## src/rtl/bbox_sweep_ctrl.sv

```systemverilog
// Truth-table sweeper for a 3-input evaluator: drives vectors 0..7, settles, samples x.
// Optional SWEEP_CHECK_EN adds a compare of the final table against an expected value.
module bbox_sweep_ctrl #(
  parameter int SETTLE = 1
) (
  input  logic       clk,
  input  logic       reset_n,
  input  logic       start,
  input  logic       x_in,
`ifdef SWEEP_CHECK_EN
  input  logic [7:0] expected,
  output logic       mismatch,
  output logic [7:0] fail_mask,
`endif
  output logic       drv_e,
  output logic       drv_u,
  output logic       drv_a,
  output logic       busy,
  output logic       done,
  output logic [7:0] truth_table,
  output logic [2:0] index
);

  typedef enum logic [1:0] {IDLE, RUN, DONE} state_t;

  localparam logic [3:0] SETTLE_C = 4'(SETTLE);

  state_t     state, state_d;
  logic [3:0] cnt;
  logic [2:0] idx;
  logic [7:0] tbl, tbl_fin;
  logic       sample;

  // tbl_fin folds in the sample taken this edge so the compare sees the whole table
  always_comb begin
    state_d = state;
    sample  = 1'b0;
    tbl_fin = tbl;
    case (state)
      IDLE: if (start) state_d = RUN;
      RUN: begin
        if (cnt == SETTLE_C) begin
          sample       = 1'b1;
          tbl_fin[idx] = x_in;
          if (idx == 3'd7) state_d = DONE;
        end
      end
      default: state_d = IDLE;
    endcase
  end

  always_ff @(posedge clk or negedge reset_n) begin
    if (!reset_n) state <= IDLE;
    else          state <= state_d;
  end

  always_ff @(posedge clk or negedge reset_n) begin
    if (!reset_n) begin
      idx <= 3'd0;
      cnt <= 4'd0;
      tbl <= 8'h00;
`ifdef SWEEP_CHECK_EN
      fail_mask <= 8'h00;
      mismatch  <= 1'b0;
`endif
    end else if (state == IDLE) begin
      if (start) begin
        idx <= 3'd0;
        cnt <= 4'd0;
        tbl <= 8'h00;
`ifdef SWEEP_CHECK_EN
        fail_mask <= 8'h00;
        mismatch  <= 1'b0;
`endif
      end
    end else if (state == RUN) begin
      if (sample) begin
        tbl <= tbl_fin;
        cnt <= 4'd0;
        // 7 -> 0 coincides with entering DONE, which presents index 0
        idx <= idx + 3'd1;
`ifdef SWEEP_CHECK_EN
        if (idx == 3'd7) begin
          fail_mask <= tbl_fin ^ expected;
          mismatch  <= |(tbl_fin ^ expected);
        end
`endif
      end else begin
        cnt <= cnt + 4'd1;
      end
    end
  end

  assign busy                  = (state == RUN);
  assign done                  = (state == DONE);
  assign {drv_e, drv_u, drv_a} = busy ? idx : 3'd0;
  assign index                 = idx;
  assign truth_table           = tbl;

endmodule
```

## config.mk

```make
export PLATFORM = sky130hd
export DESIGN_NAME = bbox_sweep_ctrl
export DESIGN_NICKNAME = d
export VERILOG_FILES = /design/src/rtl/bbox_sweep_ctrl.sv
export SDC_FILE = /design/constraint.sdc
export NUM_CORES = 1
export LEC_CHECK = 0
export CORE_ASPECT_RATIO = 1.1
export CORE_MARGIN = 2
export CORE_UTILIZATION = 49
export CTS_CLUSTER_SIZE = 40
export DETAILED_ROUTE_END_ITERATION = 8
export GPL_TIMING_DRIVEN = 1
export PLACE_DENSITY = 0.78
export SLEW_MARGIN = 20
export SYNTH_ARGS = -nofsm -noshare
export SYNTH_HDL_FRONTEND = slang
export SYNTH_SLANG_ARGS = --single-unit
```

## constraint.sdc

```tcl
create_clock -name clk -period 1.7 [get_ports clk]
set_input_delay 0.34 -clock clk [delete_from_list [all_inputs] [get_ports clk]]
set_output_delay 0.34 -clock clk [all_outputs]
set_load 0.02 [all_outputs]
```

# Yosys cells after proc, flatten, opt, wreduce, memory -nomap -nowiden
# Cells that the tools add are included.
[op_classes]
n_lt_le_gt_ge = 2
n_bitwise = 0
n_mul = 0
n_shift = 0
mux = 23
n_eq_ne = 7
n_addsub = 2
n_reduce_logical = 9
div_mod_pow = 0
[op_table]
columns = ["cell", "count"]
rows = [
  ["$mux W8", 5],
  ["$mux W4", 4],
  ["$mux W3", 5],
  ["$bwmux W8", 1],
  ["$mux W2", 3],
  ["$reduce_and A3 Y1", 2],
  ["$reduce_bool A2 Y1", 3],
  ["$add A4 B1 Y4 const B", 1],
  ["$eq A4 B1 Y1 const B", 1],
  ["$lt A3 B4 Y1 const B", 1],
  ["$ne A2 B1 Y1 const B", 2],
  ["$pmux W2 S2", 1],
  ["$reduce_and A4 Y1", 1],
  ["$add A3 B1 Y3 const B", 1],
  ["$demux W1 S3", 1],
  ["$eq A3 B3 Y1 const B", 1],
  ["$ge A3 B1 Y1 const B", 1],
  ["$mux W1", 3],
  ["$eq A2 B1 Y1 const B", 1],
  ["$eq A2 B2 Y1 const B", 1],
  ["$logic_not A2 Y1", 1],
  ["$ne A2 B2 Y1 const B", 1],
  ["$reduce_and A2 Y1", 1],
  ["$logic_and A1 B1 Y1", 1],
]
[totals]
ramBits = 0
out_inout_bits = 16
mem_count = 0
romBits = 0
latch_bits = 0
inputBits = 4
reg_bits = 17
elab_cells = 47

# Longest topological paths before layout
[logic_depth]
ltp_word = 9
mapped_depth = 5
depth_no_buf = 5

# Least setup slack after synthesis
# Ideal clock, no wire load.
[synth_timing]
path_kind = "register to register"
startpoint = "reg cnt[1]"
endpoint = "reg tbl[0], in the netlist truth_table[0]"
t_arrival_ns = 1.372
path_buffers = 0
slack_ns = 0.202
synth_period_minus_slack_ns = 1.498
setup_ns = 0.126
stages_incl_launch_ff = 6
t_required_ns = 1.574
cell_sequence = "dfrtp_1 > inv_1 > ha_1 > nor3b_4 > a22oi_4 > a221o_1"
[synth_via]
elab_chain_len = 5
word_cells_on_any_way = 6
classes_between = "eq/ne: 1; mux: 2; reduce/logical: 3"
[synth_lines]
columns = ["item", "line", "source"]
rows = [
  ["from (decl)", "29", "logic [3:0] cnt;"],
  ["from (signal assigned)", "89", "cnt <= cnt + 4'd1;"],
  ["$eq A4 B1 Y1 (*)", "42", "if (cnt == SETTLE_C) begin"],
  ["$mux W1", "42", ""],
  ["$mux W1", "39", "case (state)"],
  ["$reduce_bool A2 Y1 (no line)", "n/a", ""],
  ["$reduce_and A4 Y1 (no line) (*)", "n/a", ""],
  ["to (signal assigned)", "78", "tbl <= tbl_fin;"],
  ["to (decl)", "31", "logic [7:0] tbl, tbl_fin;"],
]
# Every way passes the cells marked *; elsewhere a longest branch is shown, timed or not.
# A chain may end at the register's enable or synchronous reset.

# Worst setup path in the final report
[layout_timing]
startpoint = "reg idx[2], in the netlist index[2]"
endpoint = "out index[2]"
[layout_rtl]
columns = ["item", "line", "source"]
rows = [
  ["from (decl)", "30", "logic [2:0] idx;"],
  ["from (signal assigned)", "81", "idx <= idx + 3'd1;"],
  ["to (decl)", "21", "output logic [2:0] index"],
]
# No word-level cell between the ends.

==> out/qor_table.md <==
| Step | Result | This run |
|---|---|---|
| placement | # port buffers | 19 |
| clock network | Clock tree from TritonCTS | yes |
| cells and area | Multi-input logic area | 462.9 µm² |
| worst setup path | CP max stage delay | 620 ps |
| drt | Highest routed metal layer | met4 |
| yosys | Synth warnings | 0 |
| worst setup path | Endpoint type of the worst setup path | output pin |
| cells and area | Fill cell count | 159 |
| timing | Number of hold-slack violations in the final timing report | 0 |
| clock network | Number of hold buffers added after cts | 0 |
| grt | Largest net degree at the start of global routing | 18 |
| drt | Detailed-routing wirelength on met1 | 925 µm |
| yosys | Largest area contributor in the netlist | sky130_fd_sc_hd__dfrtp_1 |
| grt | Number of antenna violations at the first check in global routing | 0 |
| placement | Final Wtd Congestion | 0.7987 |
| job | Max capacitance violation total | 0 |
| worst setup path | Largest delay contributor family on the critical path | buffers and inverters |
| drt | Wire length on met2 | 1.024 mm |
| worst setup path | Buf/Inv on CP | 1 |
| timing | Max Fclk | 606.5 MHz |
| yosys | Netlist cell types | 24 |
| worst setup path | Arrival @ worst endpoint | 1310 ps |
| timing | Total count of max-transition violations in the final report | 0 |
| cells and area | Utilization of the core after routing | 67.21% |
| worst setup path | Cells along the critical path | clkdlybuf4s50_1 |
| clock network | Clock Path Buffers | 2 |
| drt | Final Routed Wirelength | 2.045 mm |
| clock network | Number of clock buffers inserted by TritonCTS | 3 |
| power and ir drop | VDD IR max | 1.321 mV |
| worst setup path | Start of the worst register-to-register path | cnt[1] |
| drt | Per-cell via count in the routed design | 6.015 |
| drt | DRT antenna net count | 0 |
| cells and area | Area growth from synthesis to layout | 29.85% |
| yosys | Seq/Total Area, Yosys | 46.13% |
| yosys | Cell count after synthesis | 88 |
| floorplanning | Effective utilization at floorplan | 51.76% |
| yosys | Post-synthesis register bit count | 17 |
| drt | Routed len/inst | 15.04 µm |
| cells and area | Sequential cell area | 425.4 µm² |
| power and ir drop | Power density normalized to cell area | 2120 nW/µm² |
| drt | Iter 0 DRT Violations | 34 |
| worst setup path | Max Fanout on Critical Path | 3 |
| timing | Final worst path period need | 1649 ps |
| yosys | Synthesized Nets | 96 |
| timing | RSZ-0062 raised after global routing | false |
| grt | All-layer global routing usage | 21.99% |
| floorplanning | Die X | 45.36 µm |
| worst setup path | Required time at the worst-slack endpoint | 1360 ps |
| placement | HPWL after DPL | 1.505 mm |
| worst setup path | Kind of start point of the critical path | flop |
| drt | Length of the first detailed-routing pass in iterations | 4 |
| power and ir drop | Leak Pwr | 0.5320 nW |
| worst setup path | Slowest CP cell | sky130_fd_sc_hd__clkdlybuf4s50_1 |
| drt | Total vias in the final route | 818 |
| worst setup path | Reg2Reg Depth | 5 |
| cells and area | Share of cells above drive strength 1 | 20.34% |
| worst setup path | Worst-case register-to-register setup slack | 160 ps |
| grt | Total overflow reported by the global router | 0 |
| worst setup path | Category of the most critical setup path | reg2out |
| drt | Post-detailed-route DRC marker count | 0 |
| worst setup path | R2r endpoint | truth_table[0] |
| drt | Detail Route met3 WL | 70 µm |
| timing | Setup clock skew after layout | 4.054 ps |
| grt | Global-route wire length before repair | 3.636 mm |
| floorplanning | Cell Rows | 16 |
| floorplanning | Boundary pin count | 20 |
| clock network | CTS clk-pin slew, worst paths | 100 ps |
| cells and area | Most common library cell in the layout ignoring fill and taps | sky130_fd_sc_hd__dfrtp_1 |
| timing | Setup tns final | 0 ps |
| cells and area | Number of antenna diodes | 0 |
| clock network | Clock sink count | 17 |
| timing | Final setup violation count | 0 |
| cells and area | Nets | 127 |
| status | Run status | finished, final reports clean |
| yosys | Fraction of synthesized cell area taken by the top area cell type | 46.13% |
| yosys | Post-Syn Area per Cell | 10.48 µm² |
| clock network | Later-pin clock latency in the skew report | 290 ps |
| timing | Final worst path period share | 97.00% |
| floorplanning | Overall die height | 49.50 µm |
| hold path | Classification of the worst-slack hold path | in2async |
| floorplanning | Die ar. | 2245 µm² |
| yosys | Area of the mapped netlist | 922.1 µm² |
| floorplanning | Core Region | 1782 µm² |
| yosys | Ranking of synthesized cells by area | sky130_fd_sc_hd__dfrtp_1, sky130_fd_sc_hd__a221o_1, sky130_fd_sc_hd__o21ai_0 |
| timing | Worst-margin pin slew | 283.8 ps |
| grt | Via count of the first global-routing pass | 837 |
| clock network | H-tree depth reported by CTS | 1 |
| timing | Rel. slew slack | 81.06% |
| clock network | Root buf cell | sky130_fd_sc_hd__clkbuf_4 |
| cells and area | Most used cells in the layout excluding fill and tap cells | sky130_fd_sc_hd__dfrtp_1, sky130_fd_sc_hd__o21ai_0, sky130_fd_sc_hd__a21oi_1, sky130_fd_sc_hd__clkdlybuf4s50_1, sky130_fd_sc_hd__buf_4 |
## cells in the mapped netlist, drive strengths merged
| library cell | n |
|---|---|
| dfrtp | 17 |
| or3 | 2 |
| nor3b | 1 |
| ha | 4 |
| a22o | 1 |
| o21ai | 14 |
| a22oi | 1 |
| inv | 4 |
| nand2b | 1 |
| a221o | 8 |
| and3 | 1 |
| a31oi | 1 |
| nor2b | 4 |
| buf | 1 |
| a21oi | 12 |
| nand3 | 2 |
| nand2 | 2 |
| o21bai | 1 |
| mux2i | 1 |
| and4 | 2 |
| nor2 | 2 |
| and2 | 4 |
| clkbuf | 2 |
## cells by family after synthesis
family	Yosys count	share of synthesized area (%)
AOI/OAI and AO/OA	38	27.68
adders and majority gates	4	5.428
buffers and inverters	7	3.663
DFF	17	46.13
muxes	1	1.086
and+or+nand+nor	21	16.01
## per-layer routing
| metal | global-route usage [%] | vias up |
|---|---|---|
| li1 | - | 392 |
| met1 | 28.84 | 405 |
| met2 | 35.95 | 16 |
| met3 | 3.297 | 5 |
| met4 | 7.843 | 0 |
| met5 | 0 | - |
## worst max-delay path by stage
stage | to | cells after the start | from | slack (ps)
after global routing | index[2] | 1 | index[2] | 10
after CTS | drv_u | 3 | state[1] | 4
after global placement | drv_u | 3 | state[1] | 50
after floorplan | truth_table[0] | 5 | cnt[1] | 200
final | index[2] | 1 | index[2] | 50
after detailed placement | drv_e | 3 | state[1] | 30
## final cells by class
type	count	area share, %
clock buffer	4	2.194
multi-input combinational	64	38.66
tap	18	1.881
timing repair buffer	29	20.48
inverter	4	1.254
sequential	17	35.53
## what timing repair did
| action | in CTS | in global routing |
|---|---|---|
| buffers inserted | 0 | 1 |
| resized for setup | 11 | 5 |
| hold endpoints to repair | 0 | 0 |
| endpoints found under the setup margin | 6 | 6 |
## power breakdown
part	internal (mW)	total [mW]	switching, mW
clock	0.0914	0.220	0.129
sequential	0.572	0.724	0.152
combinational	0.736	1.59	0.859
## registers in the layout, summed over array words and instances (netlist names)
signal and cells:
state 2, index 3, truth_table 8, cnt 4
## stage by stage
stage	instances	setup WS, ps	total power, mW	hold WS [ps]	instance area [µm²]
after CTS	135	3.800	2.567	367.1	1209
after global routing	136	11.17	2.773	362.4	1197
after global placement	131	48.14	2.330	505.0	1184
after floorplan	88	201.9	1.730	44.41	922.1
final	136	51.07	2.539	359.6	1197
after detailed placement	131	26.32	2.382	521.7	1184
Note: power is estimated with default switching activity, not from simulation.
